<file path="config.mk">
export PLATFORM = sky130hd
export DESIGN_NAME = uart_tx_q_flat
export DESIGN_NICKNAME = d
export VERILOG_FILES = /design/src/rtl/uart_tx_q_if.sv /design/src/rtl/uart_tx_q.sv /design/src/flat_wrapper.sv
export SDC_FILE = /design/constraint.sdc
export NUM_CORES = 1
export LEC_CHECK = 0
export CORE_ASPECT_RATIO = 0.9
export CORE_UTILIZATION = 50
export CTS_CLUSTER_SIZE = 8
export DETAILED_ROUTE_END_ITERATION = 6
export PLACE_DENSITY = 0.79
export SYNTH_ARGS = -nofsm -noshare
export SYNTH_HDL_FRONTEND = slang
export SYNTH_SLANG_ARGS = --single-unit
</file>
<file path="constraint.sdc">
create_clock -name clk -period 2.9 [get_ports clk]
set_input_delay 0.87 -clock clk [delete_from_list [all_inputs] [get_ports clk]]
set_output_delay 0.87 -clock clk [all_outputs]
set_load 0.02 [all_outputs]
</file>
<file path="src/rtl/uart_tx_q_if.sv">
// Write port of the UART transmitter: valid/ready push into the transmit FIFO.
interface uart_tx_q_if #(
  parameter int unsigned DW = 8
) ();

  logic          wr_valid;
  logic [DW-1:0] wr_data;
  logic          wr_ready;

  // Bus-side register block drives words in.
  modport master (
    output wr_valid,
    output wr_data,
    input  wr_ready
  );

  // Transmitter accepts words.
  modport slave (
    input  wr_valid,
    input  wr_data,
    output wr_ready
  );

endinterface

</file>
<file path="src/rtl/uart_tx_q.sv">
// UART transmitter with integrated transmit FIFO, configurable data width,
// parity mode and stop-bit count. Frames are serialised LSB first onto tx.
module uart_tx_q #(
  parameter int unsigned DW     = 8,
  parameter int unsigned FIFO_D = 8,
  parameter int unsigned BR_W   = 16
) (
  input  logic                      clk,
  input  logic                      rst,
  input  logic                      cfg_en,
  input  logic [BR_W-1:0]           cfg_dfv,
  input  logic [1:0]                cfg_par,
  input  logic                      cfg_stop2,
  uart_tx_q_if.slave                wr_if,
  output logic                      tx,
  output logic                      busy,
  output logic                      tx_done,
  output logic [$clog2(FIFO_D):0]   fifo_cnt,
  output logic                      fifo_full,
  output logic                      fifo_empty
);

  localparam int unsigned PtrW = $clog2(FIFO_D);
  localparam int unsigned CntW = PtrW + 1;
  localparam int unsigned BitW = 4;
  localparam logic [BitW-1:0] LastData = BitW'(DW - 1);

  typedef enum logic [2:0] {
    StIdle,
    StStart,
    StData,
    StPar,
    StStop
  } state_e;

  // FIFO storage and pointers.
  logic [DW-1:0]   mem_q [FIFO_D];
  logic [PtrW-1:0] wr_ptr_q, wr_ptr_d;
  logic [PtrW-1:0] rd_ptr_q, rd_ptr_d;
  logic [CntW-1:0] cnt_q, cnt_d;
  logic            push, pop;
  logic [DW-1:0]   head;

  // Frame state and frame-local configuration copies.
  state_e          state_q, state_d;
  logic [BR_W-1:0] baud_q, baud_d;
  logic [BitW-1:0] bit_q, bit_d;
  logic [DW-1:0]   shift_q, shift_d;
  logic [BR_W-1:0] dfv_q, dfv_d;
  logic            par_en_q, par_en_d;
  logic            par_bit_q, par_bit_d;
  logic            stop2_q, stop2_d;
  logic            tx_q, tx_d;
  logic            done_q, done_d;

  logic            can_start;
  logic            bit_end;
  logic            load;

  assign fifo_full      = (cnt_q == CntW'(FIFO_D));
  assign fifo_empty     = (cnt_q == '0);
  assign fifo_cnt       = cnt_q;
  assign wr_if.wr_ready = !fifo_full;

  // A full FIFO refuses writes even when a pop frees a slot on the same edge.
  assign push = wr_if.wr_valid && !fifo_full;
  assign head = mem_q[rd_ptr_q];

  assign tx      = tx_q;
  assign busy    = (state_q != StIdle);
  assign tx_done = done_q;

  assign can_start = cfg_en && !fifo_empty;
  assign bit_end   = (baud_q == '0);

  // FIFO pointer and occupancy next-state.
  always_comb begin
    wr_ptr_d = wr_ptr_q + PtrW'(push);
    rd_ptr_d = rd_ptr_q + PtrW'(pop);
    cnt_d    = cnt_q + CntW'(push) - CntW'(pop);
  end

  // Transmit FSM: bit timing, serialisation and frame-to-frame chaining.
  always_comb begin
    state_d   = state_q;
    baud_d    = bit_end ? dfv_q : baud_q - BR_W'(1);
    bit_d     = bit_q;
    shift_d   = shift_q;
    dfv_d     = dfv_q;
    par_en_d  = par_en_q;
    par_bit_d = par_bit_q;
    stop2_d   = stop2_q;
    tx_d      = tx_q;
    done_d    = 1'b0;
    load      = 1'b0;

    unique case (state_q)
      StIdle: begin
        baud_d = baud_q;
        tx_d   = 1'b1;
        if (can_start) begin
          load = 1'b1;
        end
      end
      StStart: begin
        if (bit_end) begin
          state_d = StData;
          bit_d   = '0;
          tx_d    = shift_q[0];
        end
      end
      StData: begin
        if (bit_end) begin
          if (bit_q == LastData) begin
            bit_d = '0;
            if (par_en_q) begin
              state_d = StPar;
              tx_d    = par_bit_q;
            end else begin
              state_d = StStop;
              tx_d    = 1'b1;
            end
          end else begin
            bit_d   = bit_q + BitW'(1);
            shift_d = shift_q >> 1;
            tx_d    = shift_q[1];
          end
        end
      end
      StPar: begin
        if (bit_end) begin
          state_d = StStop;
          bit_d   = '0;
          tx_d    = 1'b1;
        end
      end
      StStop: begin
        if (bit_end) begin
          if (bit_q == BitW'(stop2_q)) begin
            done_d = 1'b1;
            // Chain straight into the next START with no idle bit.
            if (can_start) begin
              load = 1'b1;
            end else begin
              state_d = StIdle;
              tx_d    = 1'b1;
            end
          end else begin
            bit_d = bit_q + BitW'(1);
          end
        end
      end
      default: begin
        state_d = StIdle;
        tx_d    = 1'b1;
      end
    endcase

    // Frame start: pop the head word and freeze the configuration for this frame.
    if (load) begin
      state_d   = StStart;
      shift_d   = head;
      dfv_d     = cfg_dfv;
      baud_d    = cfg_dfv;
      par_en_d  = cfg_par[0] ^ cfg_par[1];
      par_bit_d = (^head) ^ (cfg_par == 2'b10);
      stop2_d   = cfg_stop2;
      bit_d     = '0;
      tx_d      = 1'b0;
    end
  end

  assign pop = load;

  // FIFO storage write; contents need no reset since occupancy guards reads.
  always_ff @(posedge clk) begin
    if (push) begin
      mem_q[wr_ptr_q] <= wr_if.wr_data;
    end
  end

  // State registers with synchronous reset; reset abandons any frame in flight.
  always_ff @(posedge clk) begin
    if (rst) begin
      wr_ptr_q  <= '0;
      rd_ptr_q  <= '0;
      cnt_q     <= '0;
      state_q   <= StIdle;
      baud_q    <= '0;
      bit_q     <= '0;
      shift_q   <= '0;
      dfv_q     <= '0;
      par_en_q  <= 1'b0;
      par_bit_q <= 1'b0;
      stop2_q   <= 1'b0;
      tx_q      <= 1'b1;
      done_q    <= 1'b0;
    end else begin
      wr_ptr_q  <= wr_ptr_d;
      rd_ptr_q  <= rd_ptr_d;
      cnt_q     <= cnt_d;
      state_q   <= state_d;
      baud_q    <= baud_d;
      bit_q     <= bit_d;
      shift_q   <= shift_d;
      dfv_q     <= dfv_d;
      par_en_q  <= par_en_d;
      par_bit_q <= par_bit_d;
      stop2_q   <= stop2_d;
      tx_q      <= tx_d;
      done_q    <= done_d;
    end
  end

endmodule

</file>
<file path="src/flat_wrapper.sv">
// flat-port wrapper written by rule: the top's interface ports become plain ports
module uart_tx_q_flat 
#(
  parameter int unsigned DW     = 8,
  parameter int unsigned FIFO_D = 8,
  parameter int unsigned BR_W   = 16
)
  (clk, rst, cfg_en, cfg_dfv, cfg_par, cfg_stop2, tx, busy, tx_done, fifo_cnt, fifo_full, fifo_empty, wr_if_wr_valid, wr_if_wr_data, wr_if_wr_ready);
  uart_tx_q_if #(.DW(DW)) wr_if_i ();
  input  logic clk;
  input  logic rst;
  input  logic cfg_en;
  input  logic [BR_W-1:0] cfg_dfv;
  input  logic [1:0] cfg_par;
  input  logic cfg_stop2;
  output logic tx;
  output logic busy;
  output logic tx_done;
  output logic [$clog2(FIFO_D):0] fifo_cnt;
  output logic fifo_full;
  output logic fifo_empty;
  input wire logic [$bits(wr_if_i.wr_valid)-1:0] wr_if_wr_valid;
  input wire logic [$bits(wr_if_i.wr_data)-1:0] wr_if_wr_data;
  output wire logic [$bits(wr_if_i.wr_ready)-1:0] wr_if_wr_ready;
  assign wr_if_i.wr_valid = wr_if_wr_valid;
  assign wr_if_i.wr_data = wr_if_wr_data;
  assign wr_if_wr_ready = wr_if_i.wr_ready;
  uart_tx_q #(.DW(DW), .FIFO_D(FIFO_D), .BR_W(BR_W)) u_core (.clk(clk), .rst(rst), .cfg_en(cfg_en), .cfg_dfv(cfg_dfv), .cfg_par(cfg_par), .cfg_stop2(cfg_stop2), .wr_if(wr_if_i), .tx(tx), .busy(busy), .tx_done(tx_done), .fifo_cnt(fifo_cnt), .fifo_full(fifo_full), .fifo_empty(fifo_empty));
endmodule
</file>
Word-level counts from Yosys, hierarchy flattened
Memory sizes are Yosys's and may differ from the RTL's. A register that Yosys moved wholly into a read port is not among the register bits. Index checks and enable logic that the tools add are counted.

Register bits: 62. Memories: 1. RAM bits: 64. Output and inout port bits: 10.

Memory list: u_core.mem_q (words 8, width 8, read ports 1, clocked after memory_dff 1, wr ports 1, RTL line uart_tx_q.sv:37) `logic [DW-1:0] mem_q [FIFO_D];`.

Muxes and demuxes: 41. $add $sub $neg: 6. Reduce and logical (&&, ||, !) cells: 20. Equal/unequal tests: 26. Bitwise logic cells: 5.

Operator list (count): $mux 16 (3); $mux 8 (4); $mux 3 (9); $mux 4 (5); $ne 2x1->1 const B (9); $ne 3x1->1 const B (6); $logic_not 16->1 (1); $mux 1 (16); $reduce_and 8->1 (2); $sub 16x1->16 const B (1); $pmux 3 s5 (1); $pmux 4 s3 (1); $reduce_xor 8->1 (1); $add 3x1->3 (2); $eq 3x2->1 const B (2); $reduce_and 6->1 (1); $reduce_bool 3->1 (2); $reduce_and 5->1 (1); $add 4x1->4 (1); $add 4x1->4 const B (1); $eq 4x1->1 (1); $eq 4x3->1 const B (1); $eq 4x4->1 const B (1); $logic_not 4->1 (1); other kinds (17) (25).

Logic depth before layout (Yosys ltp)
Gate-level depths: netlist (run 1).

Depth after elaboration: 9. Mapped depth: 15. Depth with buffers taken out: 13.

Worst setup path before layout (run 1)
Ideal clock, no wire load.

Path kind: register to register. From: reg u_core.cnt_q[2] (netlist: u_core.fifo_cnt[2]). To: reg u_core.cnt_q[2] (netlist: u_core.fifo_cnt[2]). Setup slack: -0.021 ns. Setup time: 0.128 ns. Buffers on the path: 2. Arrival time: 2.793 ns. Stages on the path, launching flop included: 15. Required time: 2.772 ns. Period minus slack after synthesis: 2.921 ns. Cell sequence: dfxtp_1 inv_1 ha_1 or3b_2 and3_1 nand2_1 buf_2 buf_1 nand2_1 nand2_1 ha_1 inv_1 fa_1 xor2_1 nor2_1.

Longest elaborated chain between the ends: 8. Elaborated cells on any way between the ends: 12. Those cells by class: 2 x add/sub; 1 x eq/ne; 4 x mux; 5 x reduce/logical.

Ends and longest elaborated chain: start: declaration (RTL line uart_tx_q.sv:40) `logic [CntW-1:0] cnt_q, cnt_d;`; start signal: assignment (RTL line uart_tx_q.sv:201) `cnt_q <= cnt_d;`; $logic_not 4->1 (RTL line uart_tx_q.sv:61) `assign fifo_empty = (cnt_q == '0);`; $logic_not 1->1 (RTL line uart_tx_q.sv:73) `assign can_start = cfg_en && !fifo_empty;`; $logic_and 1x1->1 (RTL line uart_tx_q.sv:73); $mux 1 (RTL line uart_tx_q.sv:101, uart_tx_q.sv:142); $mux 1 (RTL line uart_tx_q.sv:139) `if (bit_q == BitW'(stop2_q)) begin`; $mux 1 (RTL line uart_tx_q.sv:138) `if (bit_end) begin`; $pmux 1 s2 (RTL line uart_tx_q.sv:97) `unique case (state_q)`; $sub 4x1->4 (*) (RTL line uart_tx_q.sv:80) `cnt_d = cnt_q + CntW'(push) - CntW'(pop);`.

Every way passes the cells marked *; elsewhere a longest branch is shown, timed or not. A chain may end at the register's enable or synchronous reset.

Worst setup path in the final report (run 1)
From: reg u_core.cnt_q[2] (netlist: u_core.fifo_cnt[2]). To: out fifo_empty.

Longest elaborated chain between the ends: 1.

Ends and longest elaborated chain: $logic_not 4->1 (RTL line uart_tx_q.sv:61); end: declaration (RTL line flat_wrapper.sv:21) `output logic fifo_empty;`.

No other way between the ends.

==> results of run 1 <==
## synth_stat cells, drive strengths merged (8+ instances only)
cell type / number / area share
xor2: 8 / 0.012
nor2b: 8 / 0.0089
dfxtp: 62 / 0.22
o21ai: 13 / 0.012
o211ai: 8 / 0.011
a21oi: 34 / 0.030
inv: 13 / 0.0087
edfxtp: 64 / 0.34
a31oi: 9 / 0.010
nand2: 70 / 0.047
ha: 11 / 0.024
mux4: 16 / 0.064
xnor2: 10 / 0.016
buf: 12 / 0.012
nor3: 10 / 0.011
clkbuf: 11 / 0.0073
nor2: 55 / 0.037
## flip-flops by register name, summed over array words and instances (netlist names)
signal,cells
u_core.par_bit_q,1
u_core.tx_done,1
u_core.shift_q,8
u_core.stop2_q,1
u_core.rd_ptr_q,3
u_core.mem_q,64
u_core.par_en_q,1
u_core.state_q,3
u_core.tx,1
u_core.wr_ptr_q,3
u_core.fifo_cnt,4
u_core.baud_q,16
u_core.bit_q,4
u_core.dfv_q,16
## final timing paths
path                                    startpoint            endpoint  depth (start not counted)
worst max-delay path            u_core.fifo_cnt[2]          fifo_empty                          5
worst min-delay path               u_core.dfv_q[6]     u_core.dfv_q[6]                          2
worst max register to register   u_core.baud_q[12]  u_core.fifo_cnt[2]                         11
worst min register to register     u_core.dfv_q[6]     u_core.dfv_q[6]                          2
## logic make-up (layout without fill, tap and decap cells)
family                     after synthesis  in the layout  share of synthesized area
and+or+nand+nor                        181            181                      0.150
buffers and inverters                   36            109                     0.0285
DFF                                    126            126                      0.562
AOI/OAI and AO/OA                       93             93                      0.105
adders and majority gates               12             12                     0.0280
xor gates and xnor gates                22             22                     0.0440
muxes                                   25             25                     0.0814
## layer usage
layer  up-vias  share of wire
li1       1933              -
met1      1993           0.43
met2       168           0.49
met3        18          0.062
met4         0          0.014
met5         -              0
## report_power, final
group	total (mW)	internal [mW]	switching (mW)	leakage (nW)
registers	2.43	2.17	0.262	1.09
clock network	2.29	1.51	0.774	0.309
logic	2.73	1.26	1.47	1.11
total	7.45	4.94	2.50	2.51
## repair_timing
item,CTS,global route
resized for setup,1,0
setup buffers,0,0
setup endpoints to repair,1,0
## final cells by class
class | count | area share
sequential | 126 | 0.456
timing repair buffer | 64 | 0.0846
clock buffer | 20 | 0.0673
tap | 152 | 0.0274
clock inverter | 12 | 0.0263
inverter | 13 | 0.00703
multi-input combinational | 333 | 0.332
## through the flow
stage                     instances  total power, mW  hold slack (ps)  instance area [µm²]  setup WS [ps]
after floorplan                 495             4.37              432                 5630           81.4
after global placement          688             4.99              440                 6290            113
after detailed placement        688             5.11              445                 6290           68.3
after CTS                       720             7.44              452                 6940            134
after global routing            720             7.84              476                 6940           1.86
final                           720             7.45              450                 6940            147
## critical path: stages (launching register included)
cell and delay, ps:
dfxtp_1 310, inv_1 100, ha_1 150, or3b_2 500
inv_1 80, dlygate4sd2_1 330
==> results.md, run 1 <==
- Total routed wirelength: 12.4 mm
- Achievable Freq: 363 MHz
- Die area: 0.0117 mm²
- Final hold viol count: 0
- Vias in the first global route: 4092
- CP Capture Type: output port
- Setup Viol. Count Final: 0
- Via count: 4112
- Clock Path Buffers: 2
- DP Wirelength: 7.79 mm
- CP Data Required Time: 2030 ps
- First-pass GRT wire length: 20.2 mm
- Critical path class: flip-flop to output port
- Sequential cell area: 0.00316 mm²
- Layout Skew: 5.67 ps
- Cts bufs inserted: 17
- Yosys cell types: 55
- Met3 usage: 0.0523
- Final Max Tran Viols: 0
- Crit path time final: 2750 ps
- Syn Area/Cell: 11.4 µm²
- Largest net degree at the start of global routing: 38
- Worst Tran Pin Value: 709 ps
- Die width: 114 µm
- Setup TNS: 0 ps
- Hold/Removal Path Class: flip-flop to flip-flop
- Area delta synth->final: 23.4%
- MaxCap Viol Count: 0
- Critical Path Start Type: flip-flop
- Post-detailed-route count of antenna-violating nets: 0
- RSZ-0062 raised after global routing: false
- Syn. warnings: 0
- Slew HR: 0.527
- # DRC: 0
- Area occupied by multi-input gates: 0.00230 mm²
- LEAKAGE: 2.51 nW
- Cell at the root of the clock tree: clkbuf_16
- FP Rows: 36
- CTS tree: done
- Clk_lat worst skew: 410 ps
- Period utilization: 0.949
- Total GRT Usage: 0.230
- Synth async-reset ratio: 0
- Post-Syn Area: 0.00562 mm²
- H-tree depth: 4
- DR vias/cell: 5.71
- DR WL/cell: 17.3 µm
- Total gr overflow: 0
- Main synth FF type: edfxtp_1
- Crit Path Max Fanout: 4
- Synthesized instance count: 495
- EDFF count, synth: 64
- Most common library cell in the layout ignoring fill and taps: nand2_1
- GR Layer Usage met1: 0.296
- Seq/Total Area, Yosys: 0.562
- Ports: 41
- Worst Path Arrival: 1880 ps
- Clock-pin slew on the worst setup and hold paths: 60 ps
- Outcome: complete, no violations
- Ant. Diodes: 0
- Initial Util: 0.516
- Antenna violations before repair: 0
- NumNets Final: 598
- Busiest layer in global routing: met2
- Share of cells above drive strength 1: 0.155
- Grt met2 use: 0.373
- Layout fillers: 814
- # port buffers: 40
- GPL Wtd Cong: 0.810
- Core area: 0.0109 mm²
- Die Height: 103 µm
- Commonest non-fill, non-tap cells in the layout: nand2_1 (70), edfxtp_1 (64), dfxtp_1 (62), nor2_1 (55), clkdlybuf4s50_1 (38)
- PwrDens: 1070 mW/mm²
- Util after Layout: 0.637
- Cts hold-fix bufs: 0
- Clock Sinks: 126
- Drt first pass iters: 4
- Mapped Nets: 538
- 1st-iter DRT viols: 256
- R2R Setup Slk: 230 ps
- Flop and latch count out of synthesis: 126
- Worst VDD drop: 0.000606 V
Note: power is estimated with default switching activity, not from simulation.
==> run 2: changes to the inputs <==
Settings changed: CORE_MARGIN set to 4, RECOVER_POWER set to 100.
==> results.md, run 2 (synthesized netlist as in run 1, its figures left out) <==
- Outcome: complete, no violations
- Sw Share: 0.344 (+0.00821)
- Total GRT Usage: 0.198 (-0.0325)
- Met3 usage: 0.0462 (-0.00616)
- Total routed wirelength: 12.2 mm (-1.9%)
- Clock-pin slew on the worst setup and hold paths: 50 ps (about the same)
- Area delta synth->final: 20.9%
- Via count: 4060 (-1.3%)
- Layout fillers: 845 (+3.8%)
- Vias in the first global route: 3967 (-3.1%)
- Period utilization: 0.974 (+0.0249)
- Cell Chain, Critical Path: or3_1 > clkdlybuf4s50_1
- HP Start: u_core.dfv_q[3]
- RSZ-0062 raised after global routing: false
- Post-Place Cells: 684 (-0.58%)
- GR Layer Usage met1: 0.265 (-0.0313)
- Slew HR: 0.306 (-0.221)
- Crit path time final: 2830 ps (+72.2 ps)
- Final Max Tran Viols: 0 (unchanged)
- Internal Dissipation: 4.65 mW (-5.9%)
- Worst setup startpoint: u_core.state_q[2]
- Worst path bufs/invs: 1 (-2)
- CP max-delay cell: clkdlybuf4s50_1
- # Post-CTS Setup Buffers: 0 (unchanged)
- Antenna violations before repair: 0 (unchanged)
- Share of cells above drive strength 1: 0.131 (-0.0235)
- Commonest non-fill, non-tap cells in the layout: nand2_1 (70), edfxtp_1 (64), dfxtp_1 (62), nor2_1 (55), a21oi_1 (34)
- GPL Wtd Cong: 0.823 (+1.7%)
- Most common library cell in the layout ignoring fill and taps: nand2_1
- Combinational power share: 0.370 (+0.004)
- Hold/Removal Path Class: flip-flop to flip-flop
- Largest net degree at the start of global routing: 51 (+34%)
- Grt met2 use: 0.315 (-0.0576)
- H-tree depth: 4 (unchanged)
- Max incr delay on CP: 660 ps (+160 ps)
- Pre-CTS WS: 45.1 ps (-23.2 ps)
- CP Capture Type: output port
- 1st-iter DRT viols: 284 (+11%)
- Crit Path Max Fanout: 12 (+8)
- NumNets Final: 594 (-0.67%)
- Die width: 120 µm (+5.3%)
- Cell at the root of the clock tree: clkbuf_16
- Worst Path Arrival: 1960 ps (+80 ps)
- Core area: 0.0109 mm² (unchanged)
- Ports: 41 (unchanged)
- Crit-path leading delay family: buffers and inverters
- CTS tree: done
- First-pass GRT wire length: 19.9 mm (-1.4%)
- Worst reg2reg startpoint: u_core.baud_q[7]
- Cts bufs inserted: 17 (unchanged)
- Final hold viol count: 0 (unchanged)
- Critical path class: flip-flop to output port
- Critical Path Start Type: flip-flop
- Busiest layer in global routing: met2
- Drt first pass iters: 5 (+1)
- Max FFs per register: 64 (unchanged)
- # port buffers: 40 (unchanged)
- Post-detailed-route count of antenna-violating nets: 0 (unchanged)
- Setup Viol. Count Final: 0 (unchanged)
- Initial Util: 0.516 (unchanged)
- Clock Path Buffers: 2 (unchanged)
- DP Wirelength: 7.57 mm (-2.8%)
- CP Data Required Time: 2030 ps (about the same)
- Seq pwr share: 0.341 (+0.014)
- Ant. Diodes: 0 (unchanged)
- DR WL/cell: 17.1 µm (-1.2%)
- MaxCap Viol Count: 0 (unchanged)
- NetSw: 2.44 mW (-2.4%)
- Layout Skew: 7.48 ps (+1.81 ps)
- Setup TNS: 0 ps (unchanged)
- FP Rows: 36 (unchanged)
- PwrDens: 1040 mW/mm² (-2.8%)
- LEAKAGE: 2.43 nW (-3.2%)
- DR vias/cell: 5.68 (-0.57%)
- Total gr overflow: 0 (unchanged)
- Clock Sinks: 126 (unchanged)
- Worst Tran Pin Value: 1040 ps (+332 ps)
- Clock Power Share: 0.288 (-0.019)
- Die area: 0.0130 mm² (+11%)
- Worst VDD drop: 0.000512 V (-15%)
- Die Height: 109 µm (+5.8%)
- Non-filler cells in the finished layout: 715 (-0.69%)
- Worst Setup Slack, final: 74.9 ps (-72.2 ps)
- Clk_lat worst skew: 410 ps (about the same)
- Util after Layout: 0.624 (-0.0127)
- Largest reg by FF count: u_core.mem_q
- # DRC: 0 (unchanged)
- Top Registers: u_core.mem_q x64, u_core.baud_q x16, u_core.dfv_q x16
- Achievable Freq: 354 MHz (-2.6%)
- Cts hold-fix bufs: 0 (unchanged)
==> run 2: area by class of cell <==
type	instances	area, µm²	area share
Multi-Input combinational cell	333	2310	0.339
Sequential cell	126	3160	0.465
Timing Repair Buffer	60	508	0.0747
Clock buffer	19	443	0.0651
Clock inverter	12	140	0.0206
Tap cell	152	190	0.0280
Inverter	13	48.8	0.00718
==> run 2: timing repair <==
| action | CTS | global route |
|---|---|---|
| gates resized for setup | 1 | 1 |
| endpoints found under the hold margin | 0 | 0 |
| endpoints found under the setup margin | 1 | 1 |
| gates cloned | 0 | 0 |
==> run 2: worst paths after layout <==
check,slack (ps),depth (start not counted),to
max,70,2,busy
min reg2reg,450,2,u_core.dfv_q[3]
max reg2reg,140,11,u_core.fifo_cnt[2]
min,450,2,u_core.dfv_q[3]
==> run 2: power by group through the flow <==
stage	Clock (mW)	Combinational, mW	Sequential, mW
finish	2.05	2.63	2.42
CTS	2.07	2.68	2.42
detailed placement	0	2.62	2.45
global route	2.16	2.90	2.46
floorplan	0	1.96	2.41
global placement	0	2.55	2.43
==> run 2: metrics by stage <==
step | hold slack (ps) | area [µm²] | total power, mW
6_report | 453 | 6800 | 7.09
5_1_grt | 475 | 6800 | 7.52
4_1_cts | 454 | 6840 | 7.17
3_5_place_dp | 447 | 6260 | 5.07
3_3_place_gp | 440 | 6260 | 4.98
2_1_floorplan | 432 | 5630 | 4.37
==> run 2: worst register-to-register path, cell delays in order, from the launching register on <==
cell	delay (ps)
dfxtp_1	360
nor4_2	520
nand4_2	310
o21ai_2	260
and2_1	170
nand2b_1	110
nand2_1	90
ha_1	180
inv_1	60
fa_1	380
xor2_1	170
nor2_1	50
==> run 2: per-layer routing <==
metal / vias up / share of wire
li1: 1927 / -
met3: 19 / 0.054
met5: - / 0
met4: 0 / 0.015
met2: 134 / 0.49
met1: 1980 / 0.44
==> run 3: changes to the inputs <==
Settings changed: CORE_MARGIN 4 to not set, SLEW_MARGIN set to 10, TNS_END_PERCENT set to 30.
==> results.md, run 3 (synthesized netlist as in run 1, its figures left out) <==
- Outcome: complete, no violations
- Antenna violations before repair: 0 (unchanged)
- Layout Skew: 6.51 ps (-0.967 ps)
- Tot Pwr: 7.35 mW (+3.6%)
- Die width: 114 µm (-5.0%)
- Area delta synth->final: 22.0%
- 1st-iter DRT viols: 275 (-3.2%)
- # DRC: 0 (unchanged)
- Worst VDD drop: 0.000605 V (+18%)
- Slew HR: 0.530 (+0.224)
- Cell at the root of the clock tree: clkbuf_16
- Final Max Tran Viols: 0 (unchanged)
- Total routed wirelength: 12.4 mm (+1.7%)
- Initial Util: 0.516 (unchanged)
- First-pass GRT wire length: 20.2 mm (+1.4%)
- Area occupied by multi-input gates: 0.00228 mm² (-0.98%)
- Worst Tran Pin Value: 705 ps (-336 ps)
- Post-detailed-route count of antenna-violating nets: 0 (unchanged)
- NumNets Final: 598 (+0.67%)
- Crit Path Max Fanout: 12 (unchanged)
- CP Capture Type: output port
- Drt first pass iters: 5 (unchanged)
- Period utilization: 0.950 (-0.0240)
- Via count: 4084 (+0.59%)
- Clock Sinks: 126 (unchanged)
- Clk_lat worst skew: 410 ps (about the same)
- CTS tree: done
- FP Rows: 36 (unchanged)
- Top Registers: u_core.mem_q x64, u_core.baud_q x16, u_core.dfv_q x16
- Setup TNS: 0 ps (unchanged)
- PwrDens: 1070 mW/mm² (+2.7%)
- Critical Path Start Type: flip-flop
- RSZ-0062 raised after global routing: false
- Hold/Removal Path Class: flip-flop to flip-flop
- Worst Setup Slack, final: 144 ps (+69.5 ps)
- DR vias/cell: 5.67 (-0.11%)
- LEAKAGE: 2.46 nW (+1.4%)
- Critical path class: flip-flop to output port
- Pre-CTS WS: 68.3 ps (+23.2 ps)
- Worst Path Arrival: 1890 ps (-70 ps)
- MaxCap Viol Count: 0 (unchanged)
- Non-filler cells in the finished layout: 720 (+0.70%)
- Max FFs per register: 64 (unchanged)
- Crit path time final: 2760 ps (-69.5 ps)
- Largest reg by FF count: u_core.mem_q
- Ports: 41 (unchanged)
- DP Wirelength: 7.79 mm (+2.9%)
- Ant. Diodes: 0 (unchanged)
- Core area: 0.0109 mm² (unchanged)
- Die Height: 103 µm (-5.5%)
- Util after Layout: 0.630 (+0.00574)
- Clock Path Buffers: 2 (unchanged)
- Commonest non-fill, non-tap cells in the layout: nand2_1 (70), edfxtp_1 (64), dfxtp_1 (62), nor2_1 (55), a21oi_1 (34)
- Final hold viol count: 0 (unchanged)
- Most common library cell in the layout ignoring fill and taps: nand2_1
- DR WL/cell: 17.2 µm (+0.96%)
- Sequential cell area: 0.00316 mm² (unchanged)
- Largest net degree at the start of global routing: 38 (-25%)
- Die area: 0.0117 mm² (-10%)
- Clock-pin slew on the worst setup and hold paths: 50 ps (about the same)
- Share of cells above drive strength 1: 0.129 (-0.00292)
- Vias in the first global route: 4092 (+3.2%)
- # port buffers: 40 (unchanged)
- H-tree depth: 4 (unchanged)
- CP Data Required Time: 2030 ps (about the same)
- GPL Wtd Cong: 0.810 (-1.6%)
- Cts bufs inserted: 17 (unchanged)
- Post-Place Cells: 688 (+0.58%)
- Total gr overflow: 0 (unchanged)
- Achievable Freq: 363 MHz (+2.5%)
- Layout fillers: 836 (-1.1%)
- Total GRT Usage: 0.230 (+0.0325)
- Setup Viol. Count Final: 0 (unchanged)
==> run 3: path summary, 6_finish.rpt <==
path	startpoint	cells past startpoint	endpoint	slack (ps)
worst max-delay path	u_core.state_q[1]	2	busy	140
worst min-delay path	u_core.dfv_q[6]	2	u_core.dfv_q[6]	450
worst max register to register	u_core.baud_q[0]	14	u_core.fifo_cnt[2]	210
worst min register to register	u_core.dfv_q[6]	2	u_core.dfv_q[6]	450
==> run 3: power breakdown <==
| group | internal, mW | switching [mW] | total (mW) |
|---|---|---|---|
| registers | 2.17 | 0.255 | 2.43 |
| logic | 1.19 | 1.45 | 2.64 |
| clock network | 1.51 | 0.771 | 2.28 |
==> run 3: through the flow <==
step	hold slack, ps	cell area [µm²]
after floorplan	432	5630
after global placement	440	6290
after detailed placement	445	6290
after CTS	452	6940
after global routing	476	6860
final	452	6860
==> run 3: metal layers <==
metal / global-route usage / up-vias / wire length [µm]
li1: - / 1935 / -
met1: 0.296 / 1973 / 5500
met2: 0.373 / 159 / 6090
met3: 0.0523 / 17 / 650
met4: 0.113 / 0 / 165
met5: 0 / - / 0
==> run 3: timing repair <==
action	in CTS	in global routing
endpoints found under the setup margin	1	0
buffers inserted	0	0
hold buffers	0	0
resized for setup	1	0
==> run 3: critical path, stage by stage (launching register included) <==
cell,delay (ps)
dfxtp_1,530
or3_1,300
clkdlybuf4s50_1,650
==> run 3: final cells by class <==
type | count | share of cell area
flip-flops and latches | 126 | 0.461
multi-input cells | 333 | 0.333
repair buffers | 64 | 0.0768
clock buffers | 20 | 0.0680
well taps | 152 | 0.0277
clock inverters | 12 | 0.0266
inverters | 13 | 0.00711
